<file path="src/rtl/pwm_decoder_if.sv">
// PWM decoder bus: control/sample inputs and published measurement outputs.
// Master drives the controls and the PWM input; slave is the decoder.
interface pwm_decoder_if #(
  parameter int N = 8
);
  logic       ena;
  logic       step;
  logic       pwm_in;
  logic [N:0] high_time;
  logic [N:0] period;
  logic       level;
  logic       valid;

  modport master (
    output ena,
    output step,
    output pwm_in,
    input  high_time,
    input  period,
    input  level,
    input  valid
  );

  modport slave (
    input  ena,
    input  step,
    input  pwm_in,
    output high_time,
    output period,
    output level,
    output valid
  );
endinterface

</file>
<file path="src/rtl/pwm_decoder.sv">
// Measures high time and period of an asynchronous PWM input in step units.
// Publishes on each rising edge, or a constant level when the counter saturates.
module pwm_decoder #(
  parameter int N = 8
) (
  input  logic          clk,
  input  logic          rst,
  pwm_decoder_if.slave  bus
);

  typedef enum logic [1:0] {
    WAIT_LOW,
    WAIT_RISE,
    MEASURE
  } state_e;

  localparam logic [N:0] CMAX = '1;
  localparam logic [N:0] ONE  = {{N{1'b0}}, 1'b1};

  logic [1:0] sync_q;
  logic       prev_q, prev_d;
  state_e     state_q, state_d;
  logic [N:0] cnt_q, cnt_d;
  logic [N:0] hcnt_q, hcnt_d;
  logic [N:0] ht_q, ht_d;
  logic [N:0] per_q, per_d;
  logic       lvl_q, lvl_d;
  logic       valid_q, valid_d;

  logic       s;
  logic       rise;
  logic [N:0] cnt_inc;
  logic [N:0] hcnt_inc;

  assign s        = sync_q[1];
  assign rise     = bus.step & s & ~prev_q;
  assign cnt_inc  = (cnt_q == CMAX) ? cnt_q : cnt_q + ONE;
  assign hcnt_inc = (hcnt_q == CMAX) ? hcnt_q : hcnt_q + ONE;

  always_comb begin
    state_d = state_q;
    cnt_d   = cnt_q;
    hcnt_d  = hcnt_q;
    prev_d  = prev_q;
    ht_d    = ht_q;
    per_d   = per_q;
    lvl_d   = lvl_q;
    valid_d = 1'b0;

    if (bus.step) prev_d = s;

    if (!bus.ena) begin
      state_d = WAIT_LOW;
      cnt_d   = '0;
      hcnt_d  = '0;
    end else if (bus.step) begin
      // saturated counter with no edge: the input is constant
      if (!rise && cnt_q == CMAX) begin
        ht_d    = '0;
        per_d   = '0;
        lvl_d   = s;
        valid_d = 1'b1;
        cnt_d   = '0;
        hcnt_d  = '0;
        state_d = s ? WAIT_LOW : WAIT_RISE;
      end else begin
        unique case (state_q)
          WAIT_LOW: begin
            cnt_d = cnt_inc;
            if (!s) state_d = WAIT_RISE;
          end
          WAIT_RISE: begin
            cnt_d = cnt_inc;
            if (s) begin
              state_d = MEASURE;
              cnt_d   = ONE;
              hcnt_d  = ONE;
            end
          end
          MEASURE: begin
            if (rise) begin
              ht_d    = hcnt_q;
              per_d   = cnt_q;
              lvl_d   = 1'b0;
              valid_d = 1'b1;
              cnt_d   = ONE;
              hcnt_d  = ONE;
            end else begin
              cnt_d = cnt_inc;
              if (s) hcnt_d = hcnt_inc;
            end
          end
          default: state_d = WAIT_LOW;
        endcase
      end
    end
  end

  always_ff @(posedge clk) begin
    if (rst) begin
      sync_q  <= 2'b00;
      prev_q  <= 1'b0;
      state_q <= WAIT_LOW;
      cnt_q   <= '0;
      hcnt_q  <= '0;
      ht_q    <= '0;
      per_q   <= '0;
      lvl_q   <= 1'b0;
      valid_q <= 1'b0;
    end else begin
      sync_q  <= {sync_q[0], bus.pwm_in};
      prev_q  <= prev_d;
      state_q <= state_d;
      cnt_q   <= cnt_d;
      hcnt_q  <= hcnt_d;
      ht_q    <= ht_d;
      per_q   <= per_d;
      lvl_q   <= lvl_d;
      valid_q <= valid_d;
    end
  end

  assign bus.high_time = ht_q;
  assign bus.period    = per_q;
  assign bus.level     = lvl_q;
  assign bus.valid     = valid_q;

endmodule
</file>
<file path="src/flat_wrapper.sv">
// flat-port wrapper written by rule: the top's interface ports become plain ports
module pwm_decoder_flat 
#(
  parameter int N = 8
)
  (clk, rst, bus_ena, bus_step, bus_pwm_in, bus_high_time, bus_period, bus_level, bus_valid);
  pwm_decoder_if #(.N(N)) bus_i ();
  input  logic clk;
  input  logic rst;
  input wire logic [$bits(bus_i.ena)-1:0] bus_ena;
  input wire logic [$bits(bus_i.step)-1:0] bus_step;
  input wire logic [$bits(bus_i.pwm_in)-1:0] bus_pwm_in;
  output wire logic [$bits(bus_i.high_time)-1:0] bus_high_time;
  output wire logic [$bits(bus_i.period)-1:0] bus_period;
  output wire logic [$bits(bus_i.level)-1:0] bus_level;
  output wire logic [$bits(bus_i.valid)-1:0] bus_valid;
  assign bus_i.ena = bus_ena;
  assign bus_i.step = bus_step;
  assign bus_i.pwm_in = bus_pwm_in;
  assign bus_high_time = bus_i.high_time;
  assign bus_period = bus_i.period;
  assign bus_level = bus_i.level;
  assign bus_valid = bus_i.valid;
  pwm_decoder #(.N(N)) u_core (.clk(clk), .rst(rst), .bus(bus_i));
endmodule
</file>
<file path="config.mk">
export PLATFORM = sky130hd
export DESIGN_NAME = pwm_decoder_flat
export DESIGN_NICKNAME = d
export VERILOG_FILES = /design/src/rtl/pwm_decoder_if.sv /design/src/rtl/pwm_decoder.sv /design/src/flat_wrapper.sv
export SDC_FILE = /design/constraint.sdc
export NUM_CORES = 1
export LEC_CHECK = 0
export BUFFER_PORTS_ARGS = -buffer_cell sky130_fd_sc_hd__buf_4
export CAP_MARGIN = 15
export CORE_MARGIN = 2
export CORE_UTILIZATION = 45
export CTS_BUF_LIST = sky130_fd_sc_hd__clkbuf_8
export DETAILED_ROUTE_END_ITERATION = 16
export PLACE_DENSITY = 0.64
export SKIP_CTS_REPAIR_TIMING = 1
export SYNTH_ARGS = -nofsm -noshare
export SYNTH_HDL_FRONTEND = slang
export SYNTH_SLANG_ARGS = --single-unit
</file>
<file path="constraint.sdc">
create_clock -name clk -period 2.5 [get_ports clk]
set_input_delay 0.125 -clock clk [delete_from_list [all_inputs] [get_ports clk]]
set_output_delay 0.125 -clock clk [all_outputs]
set_load 0.1 [all_outputs]
</file>
==> results of run 1 <==
-- per-stage QoR --
step	area, um2	util	instances	setup WS [ns]	hold WS, ns
after global routing	2400	0.552	306	-0.0623	0.0463
after detailed placement	2280	0.524	297	0.0977	0.345
after floorplan	2050	-	224	0.218	0.194
after global placement	2280	0.524	297	0.139	0.337
final	2400	0.552	306	0.120	0.0358
after CTS	2390	0.550	305	0.0827	0.0341
-- per-layer routing --
metal  vias to the layer above  wire length (um)
met5                         -                 0
met4                         0                47
met3                         7               229
met2                        45              1980
met1                       819              2360
li1                        904                 -
-- cells by family after synthesis --
group,count (synthesis),synth area share
fa+ha+maj,6,0.0367
simple gates,76,0.193
buf+inv,16,0.0410
xor+xnor,3,0.0128
mux,2,0.00979
flops,43,0.421
compound gates,78,0.286
-- flip-flops by register name (all words and copies together), names as in the netlist --
register and cells:
u_core.bus.high_time 9, u_core.bus.period 9, u_core.cnt_q 9, u_core.hcnt_q 9, u_core.state_q 2, u_core.sync_q 2, u_core.bus.level 1, u_core.bus.valid 1
u_core.prev_q 1
-- placed cells by master, fill, tap and decap left out, types with 5 or more instances in the layout --
master     n
a21oi_1   18
a22o_1    18
and3_1     5
buf_4     32
clkbuf_8   5
dfxtp_1   43
ha_1       6
inv_1      6
nand2_1   21
nand3_1   10
nor2_1    15
nor3_1     7
o21ai_0    7
-- report_power, final --
part           switching (mW)  leakage, nW  internal [mW]
registers             0.00430        0.347          0.688
clock network           0.248       0.0581          0.298
logic                  0.0496        0.547         0.0270
total                   0.302        0.952           1.01
-- worst paths after layout --
check	endpoint	startpoint	cells after the start
hold reg to reg	u_core.sync_q[1]	u_core.sync_q[0]	1
setup / recovery	u_core.hcnt_q[4]	u_core.hcnt_q[1]	10
hold / removal	u_core.prev_q	rst	2
setup reg to reg	u_core.hcnt_q[4]	u_core.hcnt_q[1]	10
-- area by class of cell --
| cell class | count | area [um2] |
|---|---|---|
| Inverter | 6 | 22.5 |
| Tap cell | 52 | 65.1 |
| Fill cell | 416 | 1950 |
| Clock inverter | 3 | 43.8 |
| Sequential cell | 43 | 861 |
| Clock buffer | 5 | 68.8 |
| Timing Repair Buffer | 32 | 240 |
| Multi-Input combinational cell | 165 | 1100 |
==> impl_metrics.tcl, run 1 <==
set metrics [dict create \
    status "finished, final reports clean" \
    cts_root_buf "clkbuf_8" \
    crit_chain "ha_1 > and3_1 > and3_1 > and3_1 > ha_1 > a311o_1 > nor3_4 > buf_4 > a21oi_1 > nor3_1" \
    use_met2 0.264 \
    cp_top_family "simple AND/OR/NAND/NOR gates" \
    cap_violations 0 \
    firstDrtPassIters 4 \
    synth_area_um2 2050 \
    critPathLaunchType "register" \
    die_y_um 71.4 \
    dieWidth_um 71.4 \
    netlist_top_cells_count "43 x dfxtp_1, 21 x nand2_1, 18 x a21oi_1, 18 x a22o_1, 15 x nor2_1" \
    htreeDepth 2 \
    grt_usage 0.185 \
    drtIter0Drc 121 \
    grt_pass1_vias 1555 \
    setup_viol 0 \
    use_met1 0.283 \
    grtUsageMet3 0.0394 \
    wl_per_cell_um 15.1 \
    synth_top_cell_area_share 0.421 \
    antenna_found_initial 0 \
    io_pins 25 \
    slew_viol_final 0 \
    finalWirelength_mm 4.61 \
    cp_slowest_cell "a311o_1" \
    cts_made_buffers 5 \
    grt_pass1_wl_mm 7.48 \
    crit_path_max_incr_delay_ns 0.39 \
    cts_sinks 43 \
    avgSynthCellArea_um2 9.13 \
    overflow 0 \
    worstSetupPathType "register to register" \
    rsz0062_at_grt "yes" \
    initial_core_util 0.470 \
    ant_nets 0 \
    gp_congestion 0.931 \
    synth-edff-count 0 \
    vias 1775 \
    vias_per_cell 5.80 \
    hold_violations 0 \
    synth_cell_type_count 46 \
    grt_busiest_layer "met1" \
    ff2ff_setup_slack_ns 0.12 \
    die_area_um2 5100 \
    synthCells 224 \
    antennaDiodeCount 0 \
    cts.reportedPaths.clkPinSlew_ns 0.08 \
    hpwl_mm 3.22 \
    critPathBufInv 1 \
    powerDensity_nw_per_um2 547 \
    clock_path_buffers 2 \
    yosysMostFrequentCell "dfxtp_1" \
    grt_max_degree 20 \
    drc 0 \
    tritoncts "yes" \
    hp-class "input pin to register" \
    finalNetCount 264 \
    drive_gt1_frac 0.189 \
    fmax_ghz 0.420 \
    fin_crit_sh 0.952 \
    synth_area_leaders "dfxtp_1 42%, a22o_1 7.7%, a21oi_1 4.4%, nand2_1 3.9%, ha_1 3.7%" \
    slew_headroom 0.593 \
    finClkSkew_ns 0.00417 \
    end_kind "register" \
    vdd_ir_drop_max_mv 0.286 \
    areaGrowthSynthToFinish_pct 17.5 \
    worstMarginPinSlew_ns 0.608 \
    crit_arrival_ns 2.60 \
    ys_warn_count 0 \
    rows 24 \
    synthFlopType "dfxtp_1" \
    insertion_delay_ns 0.29 \
    ys_seq_area_frac 0.421 \
    synth_seq_cells 43 \
    yosysTopAreaCell "dfxtp_1" \
    critPathRequiredTime_ns 2.72 \
    io_buffer_count 24 \
    setup_tns_ns 0 \
    period_needed_ns 2.38 \
    syn_nets 235 \
    cpMostUsedCell "and3_1" \
    finalPower_mw 1.31 \
    crit_path_max_fanout 4 \
    core_um2 4350 \
    p_leak_nw 0.952 \
    async_reset_ff_frac 0 \
]
Note: power is estimated with default switching activity, not from simulation.
==> run 2, diff against run 1 <==
--- a/config.mk
+++ b/config.mk
@@ -11,6 +11,7 @@
 export CORE_UTILIZATION = 45
 export CTS_BUF_LIST = sky130_fd_sc_hd__clkbuf_8
 export DETAILED_ROUTE_END_ITERATION = 16
+export HOLD_SLACK_MARGIN = 0.1
 export PLACE_DENSITY = 0.64
 export SKIP_CTS_REPAIR_TIMING = 1
 export SYNTH_ARGS = -nofsm -noshare
==> impl_metrics.tcl, run 2 (synthesis results as in run 1) <==
set metrics [dict create \
    hp-class "input pin to register" \
    dieWidth_um 71.4 \
    fmax_ghz 0.420 \
    finClkSkew_ns 0.00478 \
    htreeDepth 2 \
    rows 24 \
    cap_violations 0 \
    cts_made_buffers 5 \
    finalNetCount 266 \
    io_pins 25 \
    areaGrowthSynthToFinish_pct 18.5 \
    antennaDiodeCount 0 \
    cts_sinks 43 \
    final_common_cell "dfxtp_1" \
    timing.final.ws_setup_ns 0.119 \
    slew_viol_final 0 \
    grt_max_degree 20 \
    insertion_delay_ns 0.29 \
    drtIter0Drc 129 \
    r2r_start "u_core.hcnt_q[1]" \
    firstDrtPassIters 4 \
    cts_root_buf "clkbuf_8" \
    antenna_found_initial 0 \
    critPathLaunchType "register" \
    grt_pass1_vias 1555 \
    p_leak_nw 0.961 \
    overflow 0 \
    gp_congestion 0.931 \
    drc 0 \
    hpwl_mm 3.22 \
    crit_arrival_ns 2.60 \
    setup_tns_ns 0 \
    setup_viol 0 \
    multi_input_comb_area_um2 1100 \
    fin_crit_sh 0.952 \
    finalPower_mw 1.32 \
    clock_path_buffers 2 \
    status "finished, final reports clean" \
    grt_usage 0.185 \
    initial_core_util 0.470 \
    drive_gt1_frac 0.188 \
    wl_per_cell_um 15.1 \
    core_um2 4350 \
    die_area_um2 5100 \
    layout_common_cells "43 x dfxtp_1, 32 x buf_4, 21 x nand2_1, 18 x a21oi_1, 18 x a22o_1" \
    cts.reportedPaths.clkPinSlew_ns 0.09 \
    crit_start "u_core.hcnt_q[1]" \
    powerDensity_nw_per_um2 544 \
    crit_path_max_fanout 4 \
    worstMarginPinSlew_ns 0.622 \
    vias_per_cell 5.75 \
    rsz0062_at_grt "yes" \
    seqCellArea_um2 861 \
    min_from "bus_step" \
    tritoncts "yes" \
    end_kind "register" \
    ant_nets 0 \
    slew_headroom 0.584 \
    vdd_ir_drop_max_mv 0.290 \
    pre_cts_ws_ns 0.0977 \
    vias 1771 \
    die_y_um 71.4 \
    period_needed_ns 2.38 \
    final.fill_count 412 \
    critPathRequiredTime_ns 2.72 \
    grt_pass1_wl_mm 7.48 \
    hold_violations 0 \
    io_buffer_count 24 \
    finalWirelength_mm 4.65 \
    worstSetupPathType "register to register" \
    holdWs_ns 0.166 \
]
[run 2: area by class of cell]
| cell class | count | area share |
|---|---|---|
| clock buffer | 5 | 0.0284 |
| multi-input combinational | 165 | 0.455 |
| timing repair buffer | 34 | 0.107 |
| sequential | 43 | 0.355 |
| clock inverter | 3 | 0.0181 |
| inverter | 6 | 0.00929 |
| tap | 52 | 0.0268 |
[run 2: layer usage]
layer  GRT usage  wire length, um
met5           0                0
met4      0.0461               42
met3      0.0394              208
met2       0.264             1990
met1       0.283             2410
[run 2: power breakdown]
part	switching [mW]	internal, mW
clock network	0.248	0.298
logic	0.0502	0.0290
registers	0.00429	0.688
total	0.303	1.02
[run 2: worst max-delay path, stage by stage (launching register included)]
cell     delay [ns]
dfxtp_1        0.34
ha_1           0.21
and3_1         0.21
and3_1         0.21
and3_1         0.18
ha_1           0.20
a311o_1        0.39
nor3_4         0.19
buf_4          0.16
a21oi_1        0.06
nor3_1         0.15
[run 2: through the flow]
stage                     utilization  instances  area (um2)
after floorplan                     -        224        2050
after global placement          0.524        297        2280
after detailed placement        0.524        297        2280
after CTS                       0.550        305        2390
after global routing            0.557        308        2420
final                           0.557        308        2420
[run 2: final timing paths]
kind	end	slack (ns)	cells after the start
setup / recovery	u_core.hcnt_q[4]	0.12	10
hold / removal	u_core.bus.valid	0.17	3
setup reg to reg	u_core.hcnt_q[4]	0.12	10
hold reg to reg	u_core.sync_q[1]	0.44	1
